--- src/rtl/addsub_pkg.sv ---
// Shared types and constants for the shared 4-bit add/subtract arbiter.
package addsub_pkg;

   localparam int ADD_W = 4;

   localparam logic MODE_ADD = 1'b0;
   localparam logic MODE_SUB = 1'b1;

   typedef enum logic [1:0] {
      IDLE,
      EXEC,
      RESP
   } state_t;

endpackage

--- src/rtl/adder_sub.sv ---
// Ripple 4-bit adder/subtractor: subtract is A + ~B + 1, so cout=1 means no borrow.
module adder_sub
   import addsub_pkg::*;
(
   input  logic [ADD_W-1:0] a,
   input  logic [ADD_W-1:0] b,
   input  logic             mode,
   output logic [ADD_W-1:0] sum,
   output logic             cout
);

   logic [ADD_W:0] full;

   assign full = {1'b0, a} + {1'b0, b ^ {ADD_W{mode}}} + {{ADD_W{1'b0}}, mode};
   assign {cout, sum} = full;

endmodule

--- src/rtl/addsub_arbiter.sv ---
// Round-robin sharing of one adder_sub between NREQ requesters; one operation
// in flight at a time (IDLE -> EXEC -> RESP), result tagged with the owner index.
module addsub_arbiter
   import addsub_pkg::*;
#(
   parameter int NREQ = 4,
   parameter int IDW  = (NREQ > 1) ? $clog2(NREQ) : 1
) (
   input  logic                  clk,
   input  logic                  rst_n,
   input  logic [NREQ-1:0]       req_valid,
   output logic [NREQ-1:0]       req_ready,
   input  logic [ADD_W*NREQ-1:0] req_a,
   input  logic [ADD_W*NREQ-1:0] req_b,
   input  logic [NREQ-1:0]       req_mode,
   output logic                  rsp_valid,
   input  logic                  rsp_ready,
   output logic [IDW-1:0]        rsp_id,
   output logic [ADD_W-1:0]      rsp_sum,
   output logic                  rsp_cout,
   output logic                  rsp_ovf,
   output logic                  busy
);

   localparam logic [IDW:0] NREQ_W = (IDW+1)'(NREQ);

   state_t           state;
   logic [IDW-1:0]   rr_ptr;
   logic [NREQ-1:0]  rot;
   logic             found;
   logic [IDW-1:0]   pick;
   logic [IDW:0]     gsum;
   logic [IDW:0]     nsum;
   logic [IDW-1:0]   grant;
   logic [IDW-1:0]   next_ptr;
   logic             take;
   logic [ADD_W-1:0] sel_a, sel_b;
   logic             sel_mode;
   logic [ADD_W-1:0] op_a, op_b;
   logic             op_mode;
   logic [IDW-1:0]   op_id;
   logic [ADD_W-1:0] sum;
   logic             cout;
   logic             ovf;

   // Rotate so rr_ptr sits at bit 0, take the lowest set bit, then unrotate.
   always_comb begin
      rot = '0;
      for (int i = 0; i < NREQ; i++) begin
         rot[i] = req_valid[(i + int'(rr_ptr)) % NREQ];
      end
   end

   always_comb begin
      found = 1'b0;
      pick  = '0;
      for (int i = NREQ-1; i >= 0; i--) begin
         if (rot[i]) begin
            found = 1'b1;
            pick  = IDW'(i);
         end
      end
   end

   assign gsum     = {1'b0, pick} + {1'b0, rr_ptr};
   assign grant    = (gsum >= NREQ_W) ? IDW'(gsum - NREQ_W) : gsum[IDW-1:0];
   assign nsum     = {1'b0, grant} + {{IDW{1'b0}}, 1'b1};
   assign next_ptr = (nsum >= NREQ_W) ? IDW'(nsum - NREQ_W) : nsum[IDW-1:0];

   assign take = (state == IDLE) && found;

   always_comb begin
      req_ready = '0;
      if (take) begin
         req_ready[grant] = 1'b1;
      end
   end

   always_comb begin
      sel_a    = '0;
      sel_b    = '0;
      sel_mode = MODE_ADD;
      for (int i = 0; i < NREQ; i++) begin
         if (grant == IDW'(i)) begin
            sel_a    = req_a[ADD_W*i +: ADD_W];
            sel_b    = req_b[ADD_W*i +: ADD_W];
            sel_mode = req_mode[i];
         end
      end
   end

   adder_sub u_adder_sub (
      .a    (op_a),
      .b    (op_b),
      .mode (op_mode),
      .sum  (sum),
      .cout (cout)
   );

   // Signed overflow uses the original B, before the subtract inversion.
   assign ovf = (op_mode == MODE_SUB)
              ? ((op_a[ADD_W-1] != op_b[ADD_W-1]) && (sum[ADD_W-1] != op_a[ADD_W-1]))
              : ((op_a[ADD_W-1] == op_b[ADD_W-1]) && (sum[ADD_W-1] != op_a[ADD_W-1]));

   always_ff @(posedge clk or negedge rst_n) begin
      if (!rst_n) begin
         state     <= IDLE;
         rr_ptr    <= '0;
         op_a      <= '0;
         op_b      <= '0;
         op_mode   <= MODE_ADD;
         op_id     <= '0;
         rsp_valid <= 1'b0;
         rsp_id    <= '0;
         rsp_sum   <= '0;
         rsp_cout  <= 1'b0;
         rsp_ovf   <= 1'b0;
         busy      <= 1'b0;
      end else begin
         case (state)
            IDLE: begin
               if (take) begin
                  op_a    <= sel_a;
                  op_b    <= sel_b;
                  op_mode <= sel_mode;
                  op_id   <= grant;
                  rr_ptr  <= next_ptr;
                  busy    <= 1'b1;
                  state   <= EXEC;
               end
            end
            EXEC: begin
               rsp_sum   <= sum;
               rsp_cout  <= cout;
               rsp_ovf   <= ovf;
               rsp_id    <= op_id;
               rsp_valid <= 1'b1;
               state     <= RESP;
            end
            RESP: begin
               if (rsp_ready) begin
                  rsp_valid <= 1'b0;
                  busy      <= 1'b0;
                  state     <= IDLE;
               end
            end
            default: state <= IDLE;
         endcase
      end
   end

endmodule

--- config.mk ---
export PLATFORM = sky130hd
export DESIGN_NAME = addsub_arbiter
export DESIGN_NICKNAME = d
export VERILOG_FILES = /design/src/rtl/addsub_pkg.sv /design/src/rtl/adder_sub.sv /design/src/rtl/addsub_arbiter.sv
export SDC_FILE = /design/constraint.sdc
export NUM_CORES = 1
export LEC_CHECK = 0
export BUFFER_PORTS_ARGS = -buffer_cell sky130_fd_sc_hd__buf_4
export CORE_MARGIN = 5
export CORE_UTILIZATION = 50
export CTS_CLUSTER_DIAMETER = 50
export DETAILED_ROUTE_END_ITERATION = 10
export PLACE_DENSITY = 0.76
export SYNTH_ARGS = -nofsm -noshare
export SYNTH_HDL_FRONTEND = slang
export SYNTH_HIERARCHICAL = 1
export SYNTH_SLANG_ARGS = --single-unit
--- constraint.sdc ---
create_clock -name clk -period 3.2 [get_ports clk]
set_input_delay 0.48 -clock clk [delete_from_list [all_inputs] [get_ports clk]]
set_output_delay 0.48 -clock clk [all_outputs]
set_load 0.02 [all_outputs]
-- Yosys cells after proc, flatten, opt, wreduce, memory -nomap -nowiden
Cells that the tools add are included.
- reductions and logical operators: 15
- eq/ne operators: 10
- multiply operators: 0
- muxes and demuxes: 44
- shifts and indexed selects: 0
- divide/modulo/power cells: 0
- $lt $le $gt $ge: 8
- bitwise logic cells: 4
- add/subtract/negate cells: 9
- operator list (cell ; count):
    $mux W4 ; 9
    $mux W1 ; 19
    $mux W2 ; 8
    $lt A3 B4 Y1 const B ; 3
    $bmux W1 S2 ; 4
    $eq A2 B2 Y1 const B ; 3
    $ge A3 B3 Y1 const B ; 2
    $lt A2 B3 Y1 const B ; 2
    $pmux W2 S3 ; 1
    $reduce_and A2 Y1 ; 3
    $reduce_or A2 Y1 ; 3
    $add A4 B4 Y5 ; 1
    $add A5 B1 Y5 ; 1
    $add A2 B2 Y2 const A ; 2
    $eq A2 B1 Y1 const B ; 2
    $logic_and A1 B1 Y1 ; 4
    $logic_not A2 Y1 ; 2
    $ne A2 B2 Y1 const B ; 2
    $pmux W1 S2 ; 2
    $reduce_bool A2 Y1 ; 2
    $sub A2 B1 Y2 const B ; 2
    $xor A4 B4 Y4 ; 1
    $add A2 B1 Y3 const B ; 1
    $add A2 B2 Y3 ; 1
    other kinds (7) ; 10
- bits in latches: 0
- register bits: 25
- output and inout port bits: 14
- bits in read-only memories: 0
- RAM bits: 0
- memories: 0

-- Longest topological paths before layout
Gate-level depths: netlist of run 1.
- depth in word-level cells: 18
- mapped depth: 15
- mapped depth without buffers: 13

-- By module
Netlist of run 1, hierarchy kept.
- by module, submodules not included (module ; instances ; cells an instance ; area an instance (sq um)):
    addsub_arbiter ; 1 ; 178 ; 1564.0
    adder_sub ; 1 ; 20 ; 180.2

-- Worst setup path after synthesis of run 1
No wires, ideal clock.
- path type: register -> output
- start point: register rr_ptr[0]
- end point: output port req_ready[3]
- cell stages (with the launch flop): 14
- setup slack: 0.214 ns
- data arrival time: 2.506 ns
- path buffers: 3
- cells stage by stage: dfrtp_1 > buf_2 > nor2b_1 > a221o_1 > nand2_1 > o221ai_1 > ha_1 > xor2_1 > a21o_1 > nand2_1 > ha_1 > buf_2 > clkbuf_1 > and2_1
- word-level cells in the longest chain between the ends: 16
- elaborated cells on any way between the ends: 33
- ends and longest elaborated chain (element ; RTL line ; RTL):
    start: declaration ; addsub_arbiter.sv:28 ; logic [IDW-1:0] rr_ptr;
    start signal: assignment ; addsub_arbiter.sv:127 ; rr_ptr <= next_ptr;
    $add A2 B2 Y2 ; addsub_arbiter.sv:50 ; rot[i] = req_valid[(i + int'(rr_ptr)) % NREQ];
    $bmux W1 S2 ; addsub_arbiter.sv:50 ;
    $mux W1 (not written as such) (2 in series) ; addsub_arbiter.sv:50 ;
    $mux W2 (4 in series) ; addsub_arbiter.sv:58 ; if (rot[i]) begin
    $add A2 B2 Y3 * ; addsub_arbiter.sv:65 ; assign gsum = {1'b0, pick} + {1'b0, rr_ptr};
    $ge A3 B3 Y1 or $sub A2 B1 Y2 (tied branches) ; addsub_arbiter.sv:66 ; assign grant = (gsum >= NREQ_W) ? IDW'(gsum - NREQ_W) : gsum[IDW-1:0];
    $mux W2 * ; addsub_arbiter.sv:66 ;
    net grant[1] ; addsub_arbiter.sv:34 ; logic [IDW-1:0] grant;
    $lt A2 B3 Y1 (not written as such) or $ge A2 B1 Y1 (tied branches) ; addsub_arbiter.sv:75 ; req_ready[grant] = 1'b1;
    $logic_and A1 B1 Y1 (not written as such) ; addsub_arbiter.sv:75 ;
    $mux W1 (not written as such) ; addsub_arbiter.sv:75 ;
    $demux W1 S2 * ; addsub_arbiter.sv:75 ;
    $mux W4 * ; addsub_arbiter.sv:74 ; if (take) begin
    end: declaration ; addsub_arbiter.sv:12 ; output logic [NREQ-1:0] req_ready,
The timed path passes the listed nets; every way through them passes the cells marked *. The select of a mux whose other input is x is not followed.

-- Final worst setup path of run 1
- start point: register rr_ptr[0]
- end point: register op_id[1]
- word-level cells in the longest chain between the ends: 11
- elaborated cells on any way between the ends: 28
- ends and longest elaborated chain (element ; RTL line ; RTL):
    $add A2 B2 Y2 ; addsub_arbiter.sv:50 ;
    $bmux W1 S2 ; addsub_arbiter.sv:50 ;
    $mux W1 (not written as such) (2 in series) ; addsub_arbiter.sv:50 ;
    $mux W2 (4 in series) ; addsub_arbiter.sv:58 ;
    $add A2 B2 Y3 ; addsub_arbiter.sv:65 ;
    $ge A3 B3 Y1 or $sub A2 B1 Y2 (tied branches) ; addsub_arbiter.sv:66 ;
    $mux W2 ; addsub_arbiter.sv:66 ;
    end signal: assignment ; addsub_arbiter.sv:126 ; op_id <= grant;
    end: declaration ; addsub_arbiter.sv:41 ; logic [IDW-1:0] op_id;
Parallel ways exist; a longest one is shown, timed or not. The select of a mux whose other input is x is not followed.
A chain may end at the register's enable or synchronous reset.

==> results of run 1 <==
[sequential cells by signal (all words and copies together), names as in the netlist, 2 cells and up]
name / count
op_b: 4
op_a: 4
rsp_sum: 4
rsp_id: 2
op_id: 2
state: 2
rr_ptr: 2
[per-stage QoR]
stage	hold slack [ns]	utilization	instance area [sq um]	cells
finish	0.0331	0.721	2420	311
global route	0.0378	0.721	2420	311
CTS	0.0386	0.689	2320	310
detailed placement	0.396	0.650	2190	293
global placement	0.395	0.650	2190	293
floorplan	0.184	-	1740	198
[what timing repair did]
item	CTS	global route
setup buffers	13	2
gates resized for setup	3	19
pin swaps	2	4
endpoints found under the setup margin	1	14
endpoints found under the hold margin	0	0
[metal layers]
layer / up-vias / share of wire / track usage
met5: - / 0 / 0
met4: 0 / 0.025 / 0.0586
met3: 14 / 0.068 / 0.0334
met2: 74 / 0.45 / 0.257
met1: 741 / 0.46 / 0.238
li1: 836 / - / -
[layout make-up]
class	count	area [sq um]	share of cell area
multi-input cells	148	1080	0.444
flip-flops and latches	25	627	0.259
repair buffers	76	593	0.245
well taps	46	57.6	0.0237
inverters	12	45.0	0.0186
clock buffers	4	26.3	0.0108
[cell usage after synthesis, types with 3 or more instances]
| master | number |
|---|---|
| nand2_1 | 37 |
| and2_1 | 5 |
| a211o_1 | 8 |
| a21oi_1 | 7 |
| buf_6 | 3 |
| xor2_1 | 6 |
| nor2b_1 | 6 |
| buf_2 | 7 |
| o21ai_0 | 5 |
| nand2b_1 | 3 |
| ha_1 | 8 |
| mux2_4 | 4 |
| nor2_1 | 15 |
| a31oi_1 | 10 |
| a221oi_1 | 8 |
| inv_1 | 12 |
| dfrtp_1 | 25 |
| nor3b_1 | 5 |
[worst reg2reg max path, stage by stage, from the launching register on]
cell,delay (ns)
dfrtp_2,0.47
nor2b_1,0.14
a221o_1,0.30
nand2_1,0.09
o221ai_2,0.10
ha_2,0.22
xor2_2,0.21
nand3_2,0.14
buf_6,0.15
buf_4,0.12
buf_4,0.13
buf_4,0.13
buf_4,0.13
buf_4,0.12
buf_4,0.13
buf_6,0.10
buf_6,0.10
buf_4,0.12
buf_6,0.11
a31oi_4,0.14
[logic make-up after synthesis]
logic type,after synthesis,share of synthesized area
fa+ha+maj,9,0.0689
xor+xnor,7,0.0352
compound gates,47,0.198
flops,25,0.359
buf+inv,25,0.0724
mux,4,0.0344
simple gates,81,0.232
[worst min-delay path by stage]
stage	startpoint	to	slack, ns	cells past startpoint
floorplan	rst_n	busy	0.18	0
global placement	rst_n	rsp_sum[1]	0.40	1
detailed placement	rst_n	rsp_sum[2]	0.40	1
CTS	rst_n	rsp_sum[2]	0.04	1
global route	rst_n	rsp_sum[2]	0.04	1
finish	rst_n	rsp_sum[2]	0.03	1
==> metrics.txt, run 1 <==
setup ws final -0.0234 ns; IO buf count 56; ys flop type dfrtp_1; GPL Wtd Cong roughly 0.87; R2R cell count 19; Worst Setup EP op_id[1]; # IOs 57; Nets 318; antenna violations before repair 0; Post-Synthesis Net Count between 200 and 300; commonest non-fill, non-tap cell in the layout buf_4; layout cells sized above 1 0.374; post-route ant nets 0; row cnt 21; CP max-delay cell dfrtp_2; Area growth syn-to-layout 39.0%; CP startpoint kind register; Slew headroom 0.667; Post-synth ARST share 1.00; max-cap violations 0; clock root cell clkbuf_4; Distinct cells, synth 39; fin crit share 1.01; Initial Utilization 0.519; vias in the first global route 1537; drt wl/cell around 14 um; synth warn 6; Vias/cell 5.35; Fill cells 278; Setup TNS -0.0342 ns; worst-margin pin slew between 0.4 and 0.5 ns; gr ovfl total 0; largest net degree at the start of global routing 30; critical path arrival between 3 and 4 ns; r2r startpoint rr_ptr[0]; DR vias 1665; critical path type register to register; Final min period between 3 and 4 ns; CP bufs+invs 11; critical path's most frequent cell buf_4; CTS clk-pin slew, worst paths 0.13 ns; first-pass GRT wire length 6870 um; latest clock arrival within the worst-skew pair 0.31 ns; Final Setup Violations 2; diodes inserted 0; full die area 4770 sq um; Levels on crit path 19; FMAX 310 MHz; CTS tree built; # DRC 0; GRT Total Usage 0.169; pre-CTS setup slack -0.0332 ns; initial drt markers ~110; CP cell instances nor2b_1, a221o_1, nand2_1, o221ai_2, ha_2, xor2_2, nand3_2, buf_6, buf_4, buf_4, buf_4, buf_4, buf_4, buf_4, buf_6, buf_6, buf_4, buf_6, a31oi_4; RSZ-0062 raised after global routing yes; Die Width ~69 um; Mean Syn Cell Area 8.81 sq um; CP top delay family buffers and inverters; status finished with violations; EDFF count, synth 0; CTS Hold Buffers Added 0; Num CTS Buffers 3; failing checks negative setup slack; Die Span Y ~69 um; Max Root-Sink Buffers 2; CTS HTree Levels 1; Hold Fails Final Rpt 0; CTS Sinks 25; reg-to-reg slack, setup -0.02 ns; wirelength, routed 4480 um; Clock Skews between 0.007 and 0.008 ns; Yosys top cell area share 0.359; crit end category register; Area contributors post-synth dfrtp_1 36%, nand2_1 8.0%, ha_1 5.7%; Post-Synthesis Cell Area 1740 sq um; Largest stage delay, worst path 0.47 ns; Post-DP HPWL 2860 um; Hold Crit Class input pin to asynchronous set/reset pin; post-synthesis sequential area ratio 0.359; crit path max fanout 6; worst setup path startpoint rr_ptr[0]; Req. time, crit path 3.44 ns; post-synthesis register bit count 25; first-pass iteration count of the detailed router 4; Critical R2R Capture op_id[1]; Slew Limit Fails 0; core box area about 3400 sq um; post-synth top area cell dfrtp_1; cell count after synthesis between 150 and 200; most frequent cells in the layout 70 x buf_4, 37 x nand2_1, 24 x dfrtp_1
Power of run 1 is left out: the tool's default activity adds up to more than one toggle a clock period on the data nets, which glitch-free logic cannot reach.
==> run 2: changes to the inputs <==
- clock period: 3.2 -> 3.3 ns (I/O delays scaled with it)
==> metrics.txt, run 2 (synthesis gave the netlist of run 1 again) <==
status finished clean; Setup TNS 0 ns (+0.0342 ns); diodes inserted 0 (unchanged); Final Setup Violations 0 (-2); Post-DP HPWL 2890 um (+0.75%); P_leak ~1.1 nW; commonest non-fill, non-tap cell in the layout buf_4; CTS Hold Buffers Added 0 (unchanged); latest clock arrival within the worst-skew pair 0.31 ns (about the same); Slew headroom 0.529 (-0.138); Initial Utilization 0.519 (unchanged); # DRC 0 (unchanged); crit path max fanout 11 (+5); post-route ant nets 0 (unchanged); CP max-delay cell dfrtp_2; Sequential Power Share 0.211; Die Width 69.1 um (unchanged); crit end category output pin; largest net degree at the start of global routing 26 (-13%); Regs by FF count op_a x4, op_b x4, rsp_sum x4; Max Root-Sink Buffers 2 (unchanged); first-pass GRT wire length 6510 um (-5.2%); CP bufs+invs 2 (-9); Placed Area 2180 sq um (-0.34%); Worst VDD drop ~0.00084 V; DR vias 1563 (-6.1%); max-cap violations 0 (unchanged); Hold Crit Class input pin to asynchronous set/reset pin; worst-margin pin slew 0.703 ns (+0.209 ns); Final min period around 3.2 ns; fin crit share 0.957; initial drt markers 104 (-7.1%); CTS clk-pin slew, worst paths 0.13 ns (about the same); FMAX between 300 and 400 MHz; design area 2250 sq um (-7.3%); Die Span Y 69.1 um (unchanged); Vias/cell 5.23 (-2.4%); GPL Wtd Cong 0.815 (-6.6%); switching fraction of total power 0.467; Num CTS Buffers 3 (unchanged); critical path type register to output pin; GRT Total Usage 0.160 (-0.00930); CP startpoint kind register; CTS Sinks 25 (unchanged); layout cells sized above 1 0.316 (-0.0574); core box area 3360 sq um (unchanged); antenna violations before repair 0 (unchanged); gr ovfl total 0 (unchanged); Total Power 2.92 mW; CP cell instances nor2b_1, a221o_1, nand2_1, o221ai_2, ha_2, xor2_1, a21o_1, and2_1, ha_2, buf_6, and2_1, buf_4; Clock Skews 0.00303 ns (-0.00447 ns); most frequent cells in the layout 63 x buf_4, 37 x nand2_1, 24 x dfrtp_1; Area growth syn-to-layout 28.9%; row cnt 21 (unchanged); # IOs 57 (unchanged); full die area 4770 sq um (unchanged); switching power 1.36 mW; IO buf count 56 (unchanged); clock root cell clkbuf_4; CTS HTree Levels 1 (unchanged); wirelength, routed 3830 um (-15%); Nets 306 (-3.8%); critical path arrival 2.66 ns (-0.81 ns); first-pass iteration count of the detailed router 4 (unchanged); Largest stage delay, worst path 0.46 ns (about the same); CTS tree built; combinational power share 0.744; Req. time, crit path 2.80 ns (-0.64 ns); Pint 1.56 mW; vias in the first global route 1494 (-2.8%); Fill cells 315 (+13%); CP top delay family compound AO/OA/AOI/OAI gates; drt wl/cell 12.8 um (-11%); Slew Limit Fails 0 (unchanged); Clk pwr share 0.046; pwr/cell area around 1300 nW/um^2; Hold Fails Final Rpt 0 (unchanged)
-- run 2: final cells by class --
type	count	area (sq um)	share of cell area
tap	46	57.6	0.0256
sequential	25	627	0.279
timing repair buffer	64	484	0.215
clock buffer	4	26.3	0.0117
inverter	12	45.0	0.0200
multi-input combinational	148	1010	0.449
-- run 2: metal layers --
| metal | routed length (um) | share of wire | up-vias | GRT usage |
|---|---|---|---|---|
| li1 | - | - | 804 | - |
| met1 | 1870 | 0.49 | 700 | 0.235 |
| met2 | 1640 | 0.43 | 57 | 0.237 |
| met3 | 291 | 0.076 | 2 | 0.0305 |
| met4 | 27 | 0.0070 | 0 | 0.0456 |
| met5 | 0 | 0 | - | 0 |
-- run 2: repair_timing --
action / in CTS / in global routing
resized for setup: 1 / 6
hold endpoints to repair: 0 / 0
pin swaps: 0 / 1
buffers inserted: 2 / 1
setup endpoints to repair: 1 / 11
-- run 2: through the flow --
step,util,hold slack [ns],setup WS [ns],cells
4_1_cts,0.660,0.0625,0.0387,298
5_1_grt,0.669,0.0719,-0.0129,299
3_3_place_gp,0.648,0.413,0.125,292
3_5_place_dp,0.648,0.413,0.00534,292
2_1_floorplan,-,0.199,0.299,198
6_report,0.669,0.0557,0.140,299
-- run 2: path summary, 6_finish.rpt --
kind | end | slack, ns | startpoint | cells past startpoint
setup / recovery | req_ready[1] | 0.14 | rr_ptr[0] | 12
hold / removal | rsp_cout | 0.06 | rst_n | 1
setup reg to reg | op_b[2] | 0.32 | rr_ptr[0] | 14
hold reg to reg | rsp_sum[2] | 0.49 | rsp_sum[2] | 2
max in group asynchronous | rr_ptr[0] | 2.99 | rst_n | 1
min in group clk | state[1] | 0.39 | rsp_ready | 2
-- run 2: power by group through the flow --
stage | Combinational [mW] | Sequential (mW) | Clock, mW
finish | 2.18 | 0.616 | 0.134
global route | 2.44 | 0.641 | 0.149
CTS | 2.10 | 0.616 | 0.138
detailed placement | 2.06 | 0.632 | 0
global placement | 2.03 | 0.627 | 0
floorplan | 1.56 | 0.653 | 0
Power figures use the tool's default switching activity.
==> run 3: changes to the inputs <==
- CAP_MARGIN: not set -> 20
- CORE_UTILIZATION: 50 -> 51
- PLACE_DENSITY: 0.76 -> 0.77
==> metrics.txt, run 3 (synthesis gave the netlist of run 1 again) <==
status finished clean; vias in the first global route 1465 (-1.9%); fin crit share 0.954 (-0.00309); antenna violations before repair 0 (unchanged); Initial Utilization 0.523 (+0.00408); Final Setup Violations 0 (unchanged); Die Width 68.5 um (-0.84%); latest clock arrival within the worst-skew pair 0.30 ns (about the same); core box area 3340 sq um (-0.78%); largest net degree at the start of global routing 26 (unchanged); critical path arrival 2.65 ns (about the same); initial drt markers 72 (-31%); CP startpoint kind register; Num CTS Buffers 3 (unchanged); Post-DP HPWL 2850 um (-1.3%); Total Power 2.87 mW (-1.9%); full die area 4690 sq um (-1.7%); worst setup path startpoint rr_ptr[0]; Final min period 3.15 ns (-0.0102 ns); most frequent cells in the layout 60 x buf_4, 37 x nand2_1, 24 x dfrtp_1; GPL Wtd Cong 0.919 (+13%); Slew headroom 0.518 (-0.0107); drt wl/cell 12.3 um (-4.3%); first-pass iteration count of the detailed router 4 (unchanged); switching power 1.33 mW (-2.6%); Clock Skews 0.00204 ns (-0.000980 ns); # DRC 0 (unchanged); Area growth syn-to-layout 27.0%; DR vias 1548 (-0.96%); Clk pwr share 0.045 (about the same); Worst VDD drop 0.000880 V (+4.9%); first-pass GRT wire length 6270 um (-3.7%); Fill cells 301 (-4.4%); CTS tree built; row cnt 21 (unchanged); combinational power share 0.737 (-0.007); CTS Sinks 25 (unchanged); # IOs 57 (unchanged); post-route ant nets 0 (unchanged); RSZ-0062 raised after global routing no; post-CTS setup buffers 0 (-2); CTS Hold Buffers Added 0 (unchanged); crit end category output pin; CTS HTree Levels 1 (unchanged); crit path max fanout 12 (+1); clock root cell clkbuf_4; CTS clk-pin slew, worst paths 0.12 ns (about the same); Nets 302 (-1.3%); switching fraction of total power 0.464 (-0.00301); design area 2220 sq um (-1.4%); gr ovfl total 0 (unchanged); commonest non-fill, non-tap cell in the layout buf_4; sequential cell area 627 sq um (unchanged); Max Root-Sink Buffers 2 (unchanged); Hold Fails Final Rpt 0 (unchanged); max-cap violations 0 (unchanged); pre-CTS setup slack 0.120 ns (+0.115 ns); Die Span Y 68.5 um (-0.84%); diodes inserted 0 (unchanged); Placed Area 2170 sq um (-0.34%); pwr/cell area 1290 nW/um^2 (-0.48%); FMAX 318 MHz (+0.32%); Vias/cell 5.25 (+0.38%); Setup TNS 0 ns (unchanged); Slew Limit Fails 0 (unchanged); P_leak 1.06 nW (-1.4%); Req. time, crit path 2.80 ns (about the same); r2r startpoint rr_ptr[0]; critical path type register to output pin; Regs by FF count op_a x4, op_b x4, rsp_sum x4; Hold Crit Class input pin to asynchronous set/reset pin; setup ws final 0.151 ns (+0.0102 ns); worst-margin pin slew 0.719 ns (+0.0160 ns); IO buf count 56 (unchanged); Sequential Power Share 0.219 (+0.008); Pint 1.54 mW (-1.4%); area of the multi-input gates 1010 sq um (+0.12%); wirelength, routed 3620 um (-5.6%); layout cells sized above 1 0.297 (-0.0190); GRT Total Usage 0.172 (+0.0126)
[run 3: final cells by class]
| cell class | count | share of cell area |
|---|---|---|
| repair buffers | 60 | 0.203 |
| inverters | 12 | 0.0203 |
| well taps | 46 | 0.0260 |
| flip-flops and latches | 25 | 0.283 |
| clock buffers | 4 | 0.0119 |
| multi-input cells | 148 | 0.456 |
[run 3: final timing paths]
path,to,slack (ns),depth (start not counted)
setup / recovery,req_ready[0],0.15,11
setup reg to reg,op_b[0],0.33,14
hold / removal,rsp_sum[3],0.06,1
max in group asynchronous,rr_ptr[0],2.99,1
hold reg to reg,rsp_sum[2],0.49,2
min in group clk,state[1],0.38,2
[run 3: metal layers]
| layer | wire, um | global-route usage | vias up | share of wire |
|---|---|---|---|---|
| li1 | - | - | 799 | - |
| met1 | 1830 | 0.255 | 686 | 0.51 |
| met2 | 1450 | 0.249 | 59 | 0.40 |
| met3 | 287 | 0.0296 | 4 | 0.079 |
| met4 | 53 | 0.0620 | 0 | 0.015 |
| met5 | 0 | 0 | - | 0 |
[run 3: critical path, cell delays in order, from the launching register on]
cell	delay, ns
dfrtp_2	0.50
nor2b_1	0.16
a221o_1	0.28
nand2_1	0.06
o221ai_1	0.10
ha_1	0.21
xor2_1	0.18
nand3_1	0.15
and2_4	0.20
ha_1	0.20
and2_1	0.15
buf_4	0.15
[run 3: repair_timing]
action	4_1_cts	5_1_grt
resized for setup	2	3
endpoints found under the hold margin	0	0
endpoints found under the setup margin	1	2
[run 3: power groups by stage]
stage | clock, mW | combinational [mW] | sequential, mW
final | 0.129 | 2.11 | 0.627
after global placement | 0 | 2.02 | 0.624
after CTS | 0.136 | 2.07 | 0.628
after detailed placement | 0 | 2.04 | 0.633
after floorplan | 0 | 1.56 | 0.653
after global routing | 0.148 | 2.37 | 0.650
[run 3: per-stage QoR]
step / hold WS, ns / cells / utilization
after floorplan: 0.199 / 198 / -
after global placement: 0.409 / 291 / 0.651
after detailed placement: 0.412 / 291 / 0.651
after CTS: 0.0618 / 295 / 0.660
after global routing: 0.0586 / 295 / 0.664
final: 0.0619 / 295 / 0.664
